$ cat src/rtl/nco_sweep_pkg.sv
// Shared definitions for the NCO sweep sequencer: FSM states, the packed
// descriptor layout used by the descriptor buffer, and the output-vector layout.
package nco_sweep_pkg;

  typedef enum logic [1:0] {
    ST_IDLE = 2'd0,
    ST_RUN  = 2'd1,
    ST_HOLD = 2'd2
  } sweep_state_t;

  // Repeat count is a fixed 8-bit field.
  localparam int REPEAT_W = 8;

  // Packed descriptor, LSB first: repeat | amp | n_clk | step | n_steps | freq_init
  function automatic int off_repeat();
    return 0;
  endfunction

  function automatic int off_amp();
    return REPEAT_W;
  endfunction

  function automatic int off_n_clk(input int amp_w);
    return REPEAT_W + amp_w;
  endfunction

  function automatic int off_step(input int amp_w, input int cnt_w);
    return REPEAT_W + amp_w + cnt_w;
  endfunction

  function automatic int off_n_steps(input int amp_w, input int cnt_w, input int step_w);
    return REPEAT_W + amp_w + cnt_w + step_w;
  endfunction

  function automatic int off_freq_init(input int amp_w, input int cnt_w, input int step_w);
    return REPEAT_W + amp_w + 2 * cnt_w + step_w;
  endfunction

  function automatic int desc_width(input int freq_w, input int step_w,
                                    input int amp_w, input int cnt_w);
    return off_freq_init(amp_w, cnt_w, step_w) + freq_w;
  endfunction

  // Channel parameter vector: {freq_init, freq_mod, amp}
  function automatic int param_width(input int freq_w, input int amp_w);
    return 2 * freq_w + amp_w;
  endfunction

endpackage

$ cat src/rtl/nco_desc_fifo.sv
// Show-ahead descriptor FIFO: the head entry is always presented on head_data,
// so the sequencer can load a descriptor in the same cycle it pops it.
module nco_desc_fifo #(
  parameter int WIDTH = 8,
  parameter int DEPTH = 4
) (
  input  logic                     clk_50,
  input  logic                     reset,
  input  logic                     flush,
  input  logic                     push_valid,
  output logic                     push_ready,
  input  logic [WIDTH-1:0]         push_data,
  input  logic                     pop,
  output logic [WIDTH-1:0]         head_data,
  output logic                     empty,
  output logic [$clog2(DEPTH):0]   count
);

  localparam int PW = $clog2(DEPTH);
  localparam int CW = PW + 1;

  logic [WIDTH-1:0] mem [DEPTH];
  logic [PW-1:0]    wr_ptr_reg, rd_ptr_reg;
  logic [CW-1:0]    count_reg, count_next;
  logic             ready_reg;
  logic             push_fire, pop_fire;

  // Flush overrides both push and pop; a push while full is simply not accepted.
  assign push_fire = push_valid & ready_reg & ~flush;
  assign pop_fire  = pop & ~empty & ~flush;
  assign empty     = (count_reg == '0);
  assign head_data = mem[rd_ptr_reg];
  assign count     = count_reg;
  assign push_ready = ready_reg;

  // Occupancy after this cycle's push/pop/flush.
  always_comb begin
    count_next = count_reg;
    if (flush)
      count_next = '0;
    else
      count_next = count_reg + CW'(push_fire) - CW'(pop_fire);
  end

  // Storage write; no reset so the array can map to RAM.
  always_ff @(posedge clk_50) begin
    if (push_fire)
      mem[wr_ptr_reg] <= push_data;
  end

  // Pointers, count and registered not-full flag.
  always_ff @(posedge clk_50 or posedge reset) begin
    if (reset) begin
      wr_ptr_reg <= '0;
      rd_ptr_reg <= '0;
      count_reg  <= '0;
      ready_reg  <= 1'b0;
    end else begin
      count_reg <= count_next;
      ready_reg <= (count_next != CW'(DEPTH));
      if (flush) begin
        wr_ptr_reg <= '0;
        rd_ptr_reg <= '0;
      end else begin
        if (push_fire) wr_ptr_reg <= wr_ptr_reg + PW'(1);
        if (pop_fire)  rd_ptr_reg <= rd_ptr_reg + PW'(1);
      end
    end
  end

endmodule

$ cat src/rtl/nco_sweep_sequencer.sv
// Frequency-sweep sequencer for one NCO channel: buffers sweep descriptors and
// steps frequency modulation, amplitude and the lock-in acquire strobe through them.
module nco_sweep_sequencer
  import nco_sweep_pkg::*;
#(
  parameter int FREQ_W   = 32,
  parameter int STEP_W   = 64,
  parameter int AMP_W    = 16,
  parameter int CNT_W    = 32,
  parameter int DEPTH    = 4,
  parameter int ACQ_LEAD = 1
) (
  input  logic                      clk_50,
  input  logic                      reset,
  input  logic                      start_cmd,
  input  logic                      stop_cmd,
  input  logic                      hold,
  input  logic                      clr_cmd,
  input  logic                      desc_valid,
  output logic                      desc_ready,
  input  logic [FREQ_W-1:0]         desc_freq_init,
  input  logic [CNT_W-1:0]          desc_n_steps,
  input  logic [STEP_W-1:0]         desc_step,
  input  logic [CNT_W-1:0]          desc_n_clk,
  input  logic [AMP_W-1:0]          desc_amp,
  input  logic [7:0]                desc_repeat,
  output logic [$clog2(DEPTH):0]    desc_count,
  output logic                      running,
  output logic                      paused,
  output logic                      sweep_done,
  output logic                      XY_ch_acquire,
  output logic                      NCO_ch_enable,
  output logic [2*FREQ_W+AMP_W-1:0] NCO_ch_parameters
);

  localparam int DESC_W  = desc_width(FREQ_W, STEP_W, AMP_W, CNT_W);
  localparam int O_REP   = off_repeat();
  localparam int O_AMP   = off_amp();
  localparam int O_NCLK  = off_n_clk(AMP_W);
  localparam int O_STEP  = off_step(AMP_W, CNT_W);
  localparam int O_NSTP  = off_n_steps(AMP_W, CNT_W, STEP_W);
  localparam int O_FINIT = off_freq_init(AMP_W, CNT_W, STEP_W);
  localparam logic [CNT_W-1:0] LEAD_C = CNT_W'(ACQ_LEAD);

  logic [DESC_W-1:0] push_data, head_data;
  logic              fifo_empty, load;

  assign push_data = {desc_freq_init, desc_n_steps, desc_step, desc_n_clk, desc_amp, desc_repeat};

  nco_desc_fifo #(.WIDTH(DESC_W), .DEPTH(DEPTH)) u_fifo (
    .clk_50     (clk_50),
    .reset      (reset),
    .flush      (clr_cmd),
    .push_valid (desc_valid),
    .push_ready (desc_ready),
    .push_data  (push_data),
    .pop        (load),
    .head_data  (head_data),
    .empty      (fifo_empty),
    .count      (desc_count)
  );

  // Head descriptor fields, pre-digested into effective dwell and last step index.
  logic [REPEAT_W-1:0] h_rep;
  logic [AMP_W-1:0]    h_amp;
  logic [CNT_W-1:0]    h_nclk, h_nstp, h_dwell, h_last;
  logic [STEP_W-1:0]   h_step;
  logic [FREQ_W-1:0]   h_finit;

  assign h_rep   = head_data[O_REP   +: REPEAT_W];
  assign h_amp   = head_data[O_AMP   +: AMP_W];
  assign h_nclk  = head_data[O_NCLK  +: CNT_W];
  assign h_step  = head_data[O_STEP  +: STEP_W];
  assign h_nstp  = head_data[O_NSTP  +: CNT_W];
  assign h_finit = head_data[O_FINIT +: FREQ_W];
  assign h_dwell = (h_nclk < LEAD_C) ? LEAD_C : h_nclk;
  assign h_last  = (h_nstp == '0) ? '0 : h_nstp - CNT_W'(1);

  sweep_state_t        state_reg, state_next;
  logic [FREQ_W-1:0]   finit_reg, finit_next;
  logic [AMP_W-1:0]    amp_reg, amp_next;
  logic [STEP_W-1:0]   dstep_reg, dstep_next, acc_reg, acc_next;
  logic [CNT_W-1:0]    d_reg, d_next, last_reg, last_next;
  logic [CNT_W-1:0]    dwell_reg, dwell_next, step_reg, step_next;
  logic [REPEAT_W-1:0] nrep_reg, nrep_next, rep_reg, rep_next;
  logic                en_reg, en_next, paused_reg, paused_next;
  logic                done_reg, done_next, acq_reg, acq_next;

  // Next-state: command priority stop > start > dwell end > hold.
  always_comb begin
    state_next  = state_reg;
    finit_next  = finit_reg;
    amp_next    = amp_reg;
    dstep_next  = dstep_reg;
    acc_next    = acc_reg;
    d_next      = d_reg;
    last_next   = last_reg;
    dwell_next  = dwell_reg;
    step_next   = step_reg;
    nrep_next   = nrep_reg;
    rep_next    = rep_reg;
    done_next   = 1'b0;
    load        = 1'b0;
    case (state_reg)
      ST_IDLE: begin
        if (!stop_cmd && start_cmd && !fifo_empty)
          load = 1'b1;
      end
      default: begin
        if (stop_cmd) begin
          state_next = ST_IDLE;
        end else if (start_cmd && !fifo_empty) begin
          load = 1'b1;
        end else if (state_reg == ST_RUN) begin
          if (dwell_reg == d_reg - CNT_W'(1)) begin
            dwell_next = '0;
            if (step_reg != last_reg) begin
              step_next = step_reg + CNT_W'(1);
              acc_next  = acc_reg + dstep_reg;
            end else if (rep_reg != nrep_reg) begin
              rep_next  = rep_reg + REPEAT_W'(1);
              step_next = '0;
              acc_next  = '0;
            end else begin
              done_next = 1'b1;
              if (!fifo_empty) load = 1'b1;
              else             state_next = ST_IDLE;
            end
          end else begin
            dwell_next = dwell_reg + CNT_W'(1);
          end
          // Hold is sampled here and freezes progress from the next cycle on.
          if (hold && !load && state_next == ST_RUN)
            state_next = ST_HOLD;
        end else if (!hold) begin
          state_next = ST_RUN;
        end
      end
    endcase
    if (load) begin
      state_next = ST_RUN;
      finit_next = h_finit;
      amp_next   = h_amp;
      dstep_next = h_step;
      d_next     = h_dwell;
      last_next  = h_last;
      nrep_next  = h_rep;
      acc_next   = '0;
      dwell_next = '0;
      step_next  = '0;
      rep_next   = '0;
    end
    en_next     = (state_next != ST_IDLE);
    paused_next = (state_next == ST_HOLD);
    acq_next    = (state_next == ST_RUN) && (dwell_next == d_next - LEAD_C);
  end

  // State, counters and registered outputs.
  always_ff @(posedge clk_50 or posedge reset) begin
    if (reset) begin
      state_reg  <= ST_IDLE;
      finit_reg  <= '0;
      amp_reg    <= '0;
      dstep_reg  <= '0;
      acc_reg    <= '0;
      d_reg      <= '0;
      last_reg   <= '0;
      dwell_reg  <= '0;
      step_reg   <= '0;
      nrep_reg   <= '0;
      rep_reg    <= '0;
      en_reg     <= 1'b0;
      paused_reg <= 1'b0;
      done_reg   <= 1'b0;
      acq_reg    <= 1'b0;
    end else begin
      state_reg  <= state_next;
      finit_reg  <= finit_next;
      amp_reg    <= amp_next;
      dstep_reg  <= dstep_next;
      acc_reg    <= acc_next;
      d_reg      <= d_next;
      last_reg   <= last_next;
      dwell_reg  <= dwell_next;
      step_reg   <= step_next;
      nrep_reg   <= nrep_next;
      rep_reg    <= rep_next;
      en_reg     <= en_next;
      paused_reg <= paused_next;
      done_reg   <= done_next;
      acq_reg    <= acq_next;
    end
  end

  assign NCO_ch_enable     = en_reg;
  assign running           = en_reg;
  assign paused            = paused_reg;
  assign sweep_done        = done_reg;
  assign XY_ch_acquire     = acq_reg;
  assign NCO_ch_parameters = {finit_reg, acc_reg[STEP_W-1 -: FREQ_W], amp_reg};

endmodule

$ cat config.mk
export PLATFORM = sky130hd
export DESIGN_NAME = nco_sweep_sequencer
export DESIGN_NICKNAME = d
export VERILOG_FILES = /design/src/rtl/nco_sweep_pkg.sv /design/src/rtl/nco_desc_fifo.sv /design/src/rtl/nco_sweep_sequencer.sv
export SDC_FILE = /design/constraint.sdc
export NUM_CORES = 2
export LEC_CHECK = 0
export ABC_AREA = 0
export ABC_CLOCK_PERIOD_IN_PS = 14200
export CAP_MARGIN = 20
export CORE_MARGIN = 8
export CORE_UTILIZATION = 50
export DETAILED_ROUTE_END_ITERATION = 16
export PLACE_DENSITY = 0.69
export SLEW_MARGIN = 15
export SYNTH_ARGS = -nofsm -noshare
export SYNTH_HDL_FRONTEND = slang
export SYNTH_SLANG_ARGS = --single-unit
$ cat constraint.sdc
create_clock -name clk_50 -period 14.2 [get_ports clk_50]
set_input_delay 1.42 -clock clk_50 [delete_from_list [all_inputs] [get_ports clk_50]]
set_output_delay 1.42 -clock clk_50 [all_outputs]
set_load 0.01 [all_outputs]
==> metrics.log <==
[metrics] result of the run: finished clean
[metrics] largest net degree at the start of global routing: 142
[metrics] Detailed Routing Iterations Pass 1: 5
[metrics] x dimension of the die: 321 um
[metrics] remaining antenna violation count: 0
[metrics] RSZ-0062 raised after global routing: false
[metrics] max-slew violation total from the final report: 0
[metrics] length of routed wiring on met1: 47.3 mm
[metrics] highest clock frequency the design can meet: 139 MHz
[metrics] number of instances in the synthesized netlist: 3307
[metrics] number of DRC violations after detailed-routing iteration 0: 2000
[metrics] area occupied by multi-input gates: 15000 um^2
[metrics] Vias per Instance: 5.57
[metrics] fraction of final layout cells sized beyond drive strength 1: 11.6%
[metrics] Netlist Area Pre-Place: 46400 um^2
[metrics] RD Place Congestion: 0.941
[metrics] critical path data required time: 14.76 ns
[metrics] WHS: 0.467 ns
[metrics] clock tree from TritonCTS: done
[metrics] Post-Synthesis Mean Instance Area: 14.0 um^2
[metrics] # fillers: 7093
[metrics] cells resized by post-CTS repair: 0
[metrics] clock sinks: 1070
[metrics] cell at the slowest stage of the critical path: sky130_fd_sc_hd__nor4_1
[metrics] routed length per placed instance: 21.8 um
[metrics] most common cell type on the critical path: sky130_fd_sc_hd__nand2_1
[metrics] final setup margin: 7.02 ns
[metrics] largest vdd supply drop: 0.141 mV
[metrics] Met3 Wirelength: 6.99 mm
[metrics] syn nets: 3575
[metrics] number of top-level pins: 280
[metrics] CP delay by family, top: simple AND/OR/NAND/NOR gates
[metrics] number of enable-type register cells in the synthesized netlist: 736
[metrics] Die Area: 103000 um^2
[metrics] worst clock skew: 0.0230 ns
[metrics] type of origin of the critical path: register
[metrics] sequence of cells on the critical path: nor4_1, nand4_1, or4_1, a211oi_1, o2111ai_1, nor4b_4, nand4_2, o21a_4, buf_4, a21oi_1, ha_1, and3_1, nand2_1, or2_2, nor3_1, a41o_1, nand2_1, or3_1, a21o_1, a221o_1, a2111oi_2
[metrics] crit path max fanout: 48
[metrics] worst slew pin tran: 1.05 ns
[metrics] count of input and output buffers: 279
[metrics] initial core utilization: 50.5%
[metrics] final net count: 3831
[metrics] maximum count of clock buffers along a single path: 3
[metrics] via count: 27330
[metrics] Total Neg Setup Slack: 0 ns
[metrics] buffer count from post-CTS setup fixing: 0
[metrics] Cells after DPL: 4695
[metrics] remaining global-route overflow: 0
[metrics] total global-route track usage: 20.7%
[metrics] CTS Buf Count: 109
[metrics] Met2 Wirelength: 50.2 mm
[metrics] signed area change from the synthesized netlist to the final layout: 16.5%
[metrics] wire length of the first global-routing pass: 167 mm
[metrics] Residual DRC: 0
[metrics] # setup viols final: 0
[metrics] number of buffers inserted for hold repair after clock tree synthesis: 0
[metrics] leading register cell type out of synthesis: sky130_fd_sc_hd__edfxtp_1
[metrics] die outline height: 321 um
[metrics] Slowest Stage Delay on Critical Path: 0.92 ns
[metrics] share of the yosys chip area belonging to registers: 65.7%
[metrics] worst min-delay path category: register to register
[metrics] worst slew margin relative to its limit: 29.9%
[metrics] kind of end point of the critical path: register
[metrics] Period Utilization, post-route: 50.6%
[metrics] number of global-route vias before repair: 28027
[metrics] source-to-sink clock delay at the later pin of the worst-skew pair: 0.68 ns
[metrics] number of distinct library cell variants in the gate-level netlist after synthesis: 78
[metrics] CTS root buf: sky130_fd_sc_hd__clkbuf_16
[metrics] count of yosys warnings during synthesis: 0
[metrics] min cycle time layout: 7.18 ns
[metrics] Rows: 111
[metrics] Pwr Density: 168 nW/um^2
[metrics] final routed wirelength across all metal layers: 107 mm
[metrics] Detailed Place HPWL: 68.3 mm
[metrics] placeable core area: 91800 um^2
[metrics] arrival time worst endpoint: 7.74 ns
[metrics] buffers plus inverters on the worst setup path: 1
[metrics] total power: 9.05 mW
[metrics] initial antenna violation count: 19
[metrics] pre-CTS setup slack: 7.09 ns
[metrics] Crit Path Category: register to register
[metrics] final hold viol count: 0
[metrics] synthesized flop and latch total: 1070
[metrics] Clock Pin Slew Worst Setup and Hold Paths: 0.06 ns
[metrics] total number of H-tree levels: 3
[metrics] combined flip-flop and latch cell area: 30500 um^2
[metrics] flip-flop count of the largest register, all copies and words added: 736
[metrics] LEAKAGE: 20.2 nW
[metrics] top layer reached by signal wires: met5
[metrics] max cap viols: 0
[metrics] Non-Filler Instances: 4911
[metrics] Post-synth ARST share: 31.2%
[worst reg2reg max path, delay by kind of cell, from the launching register on]
| family | cells | cell delay [ns] |
|---|---|---|
| buf+inv | 1 | 0.42 |
| simple gates | 11 | 3.59 |
| flops | 1 | 0.48 |
| compound gates | 8 | 2.22 |
| fa+ha+maj | 1 | 0.36 |
[placed cells by master, fill, tap and decap left out, drive strengths merged, types with 13 or more instances in the layout]
master | Yosys | layout
a21o | 45 | 45
a21oi | 85 | 85
a31oi | 16 | 16
and2 | 13 | 13
and3 | 18 | 18
buf | 59 | 31
bufinv | 0 | 15
clkbuf | 106 | 139
clkdlybuf4s50 | 0 | 279
clkinv | 0 | 46
dfrtp | 334 | 334
edfxtp | 736 | 736
ha | 75 | 75
inv | 50 | 51
mux2i | 17 | 17
mux4 | 183 | 183
nand2 | 610 | 610
nand2b | 26 | 26
nand3 | 43 | 43
nand4 | 39 | 39
nor2 | 167 | 167
nor2b | 15 | 15
nor3 | 48 | 48
nor4 | 34 | 34
o21ai | 141 | 141
or3 | 25 | 25
or4 | 13 | 13
xnor2 | 131 | 131
xor2 | 143 | 143
[power breakdown]
part           internal, mW  switching (mW)  leakage [nW]
Combinational         0.890            1.14          7.36
Sequential             3.78           0.301          11.0
Clock                  1.75            1.19          1.81
[layout make-up]
class / instances / area share [%]
inverter: 50 / 0.361
multi-input combinational: 2022 / 27.8
clock inverter: 67 / 1.38
clock buffer: 139 / 5.48
sequential: 1070 / 56.4
tap: 1243 / 2.88
antenna: 10 / 0.0463
timing repair buffer: 310 / 5.71
[per-stage QoR]
| stage | util (%) | instance area (um^2) |
|---|---|---|
| final | 58.9 | 54000 |
| after global routing | 58.8 | 54000 |
| after CTS | 58.8 | 54000 |
| after detailed placement | 54.8 | 50300 |
| after global placement | 54.8 | 50300 |
| after floorplan | - | 46400 |
[path summary, 6_finish.rpt]
path | startpoint | to | slack, ns | cells past startpoint
hold / removal | dstep_reg[57]$_DFFE_PP0P_ | dstep_reg[57]$_DFFE_PP0P_ | 0.47 | 2
setup / recovery | d_reg[17]$_DFF_PP0_ | XY_ch_acquire$_DFF_PP0_ | 7.02 | 21
min in group asynchronous | reset | u_fifo.wr_ptr_reg[1]$_DFFE_PP0P_ | 1.36 | 2
hold reg to reg | dstep_reg[57]$_DFFE_PP0P_ | dstep_reg[57]$_DFFE_PP0P_ | 0.47 | 2
max in group asynchronous | reset | finit_reg[14]$_DFFE_PP0P_ | 11.25 | 3
setup reg to reg | d_reg[17]$_DFF_PP0_ | XY_ch_acquire$_DFF_PP0_ | 7.02 | 21
[metal layers]
layer,vias to the layer above,track usage (%)
met2,656,33.0
met5,-,0
li1,12701,-
met3,157,4.94
met4,18,5.70
met1,13798,28.6
[cell families (layout without fill, tap and decap cells)]
| logic type | Yosys count | after routing | synth area share [%] |
|---|---|---|---|
| buffers and inverters | 215 | 566 | 2.07 |
| flip-flops | 1070 | 1070 | 65.7 |
| XOR/XNOR | 275 | 275 | 5.23 |
| other | 0 | 10 | 0 |
| adder cells (fa/ha/maj) | 77 | 77 | 2.11 |
| AO/OA/AOI/OAI | 375 | 375 | 5.02 |
| AND/OR/NAND/NOR | 1088 | 1088 | 10.5 |
| multiplexers | 207 | 207 | 9.42 |
[cell usage after synthesis, drive strengths merged, types with 7 or more instances]
| master | number | area [um^2] |
|---|---|---|
| a31oi | 16 | 100 |
| a21oi | 85 | 425 |
| or4 | 13 | 105 |
| o21bai | 8 | 60.1 |
| xor2 | 143 | 1250 |
| ha | 75 | 938 |
| o31ai | 7 | 52.6 |
| nor4 | 34 | 213 |
| mux2 | 7 | 78.8 |
| dfrtp | 334 | 8360 |
| xnor2 | 131 | 1150 |
| buf | 59 | 377 |
| nand2b | 26 | 163 |
| edfxtp | 736 | 22100 |
| or2 | 11 | 68.8 |
| mux2i | 17 | 170 |
| nor2b | 15 | 93.8 |
| clkbuf | 106 | 398 |
| nor2 | 167 | 627 |
| o21a | 11 | 90.1 |
| o21ai | 141 | 709 |
| mux4 | 183 | 4120 |
| nor3 | 48 | 240 |
| nand4 | 39 | 250 |
| and3 | 18 | 113 |
| inv | 50 | 188 |
| nand2 | 610 | 2290 |
| a21o | 45 | 338 |
| and2 | 13 | 81.3 |
| nand3 | 43 | 215 |
| or3 | 25 | 156 |
No activity file was read; power rests on OpenSTA's default activity.
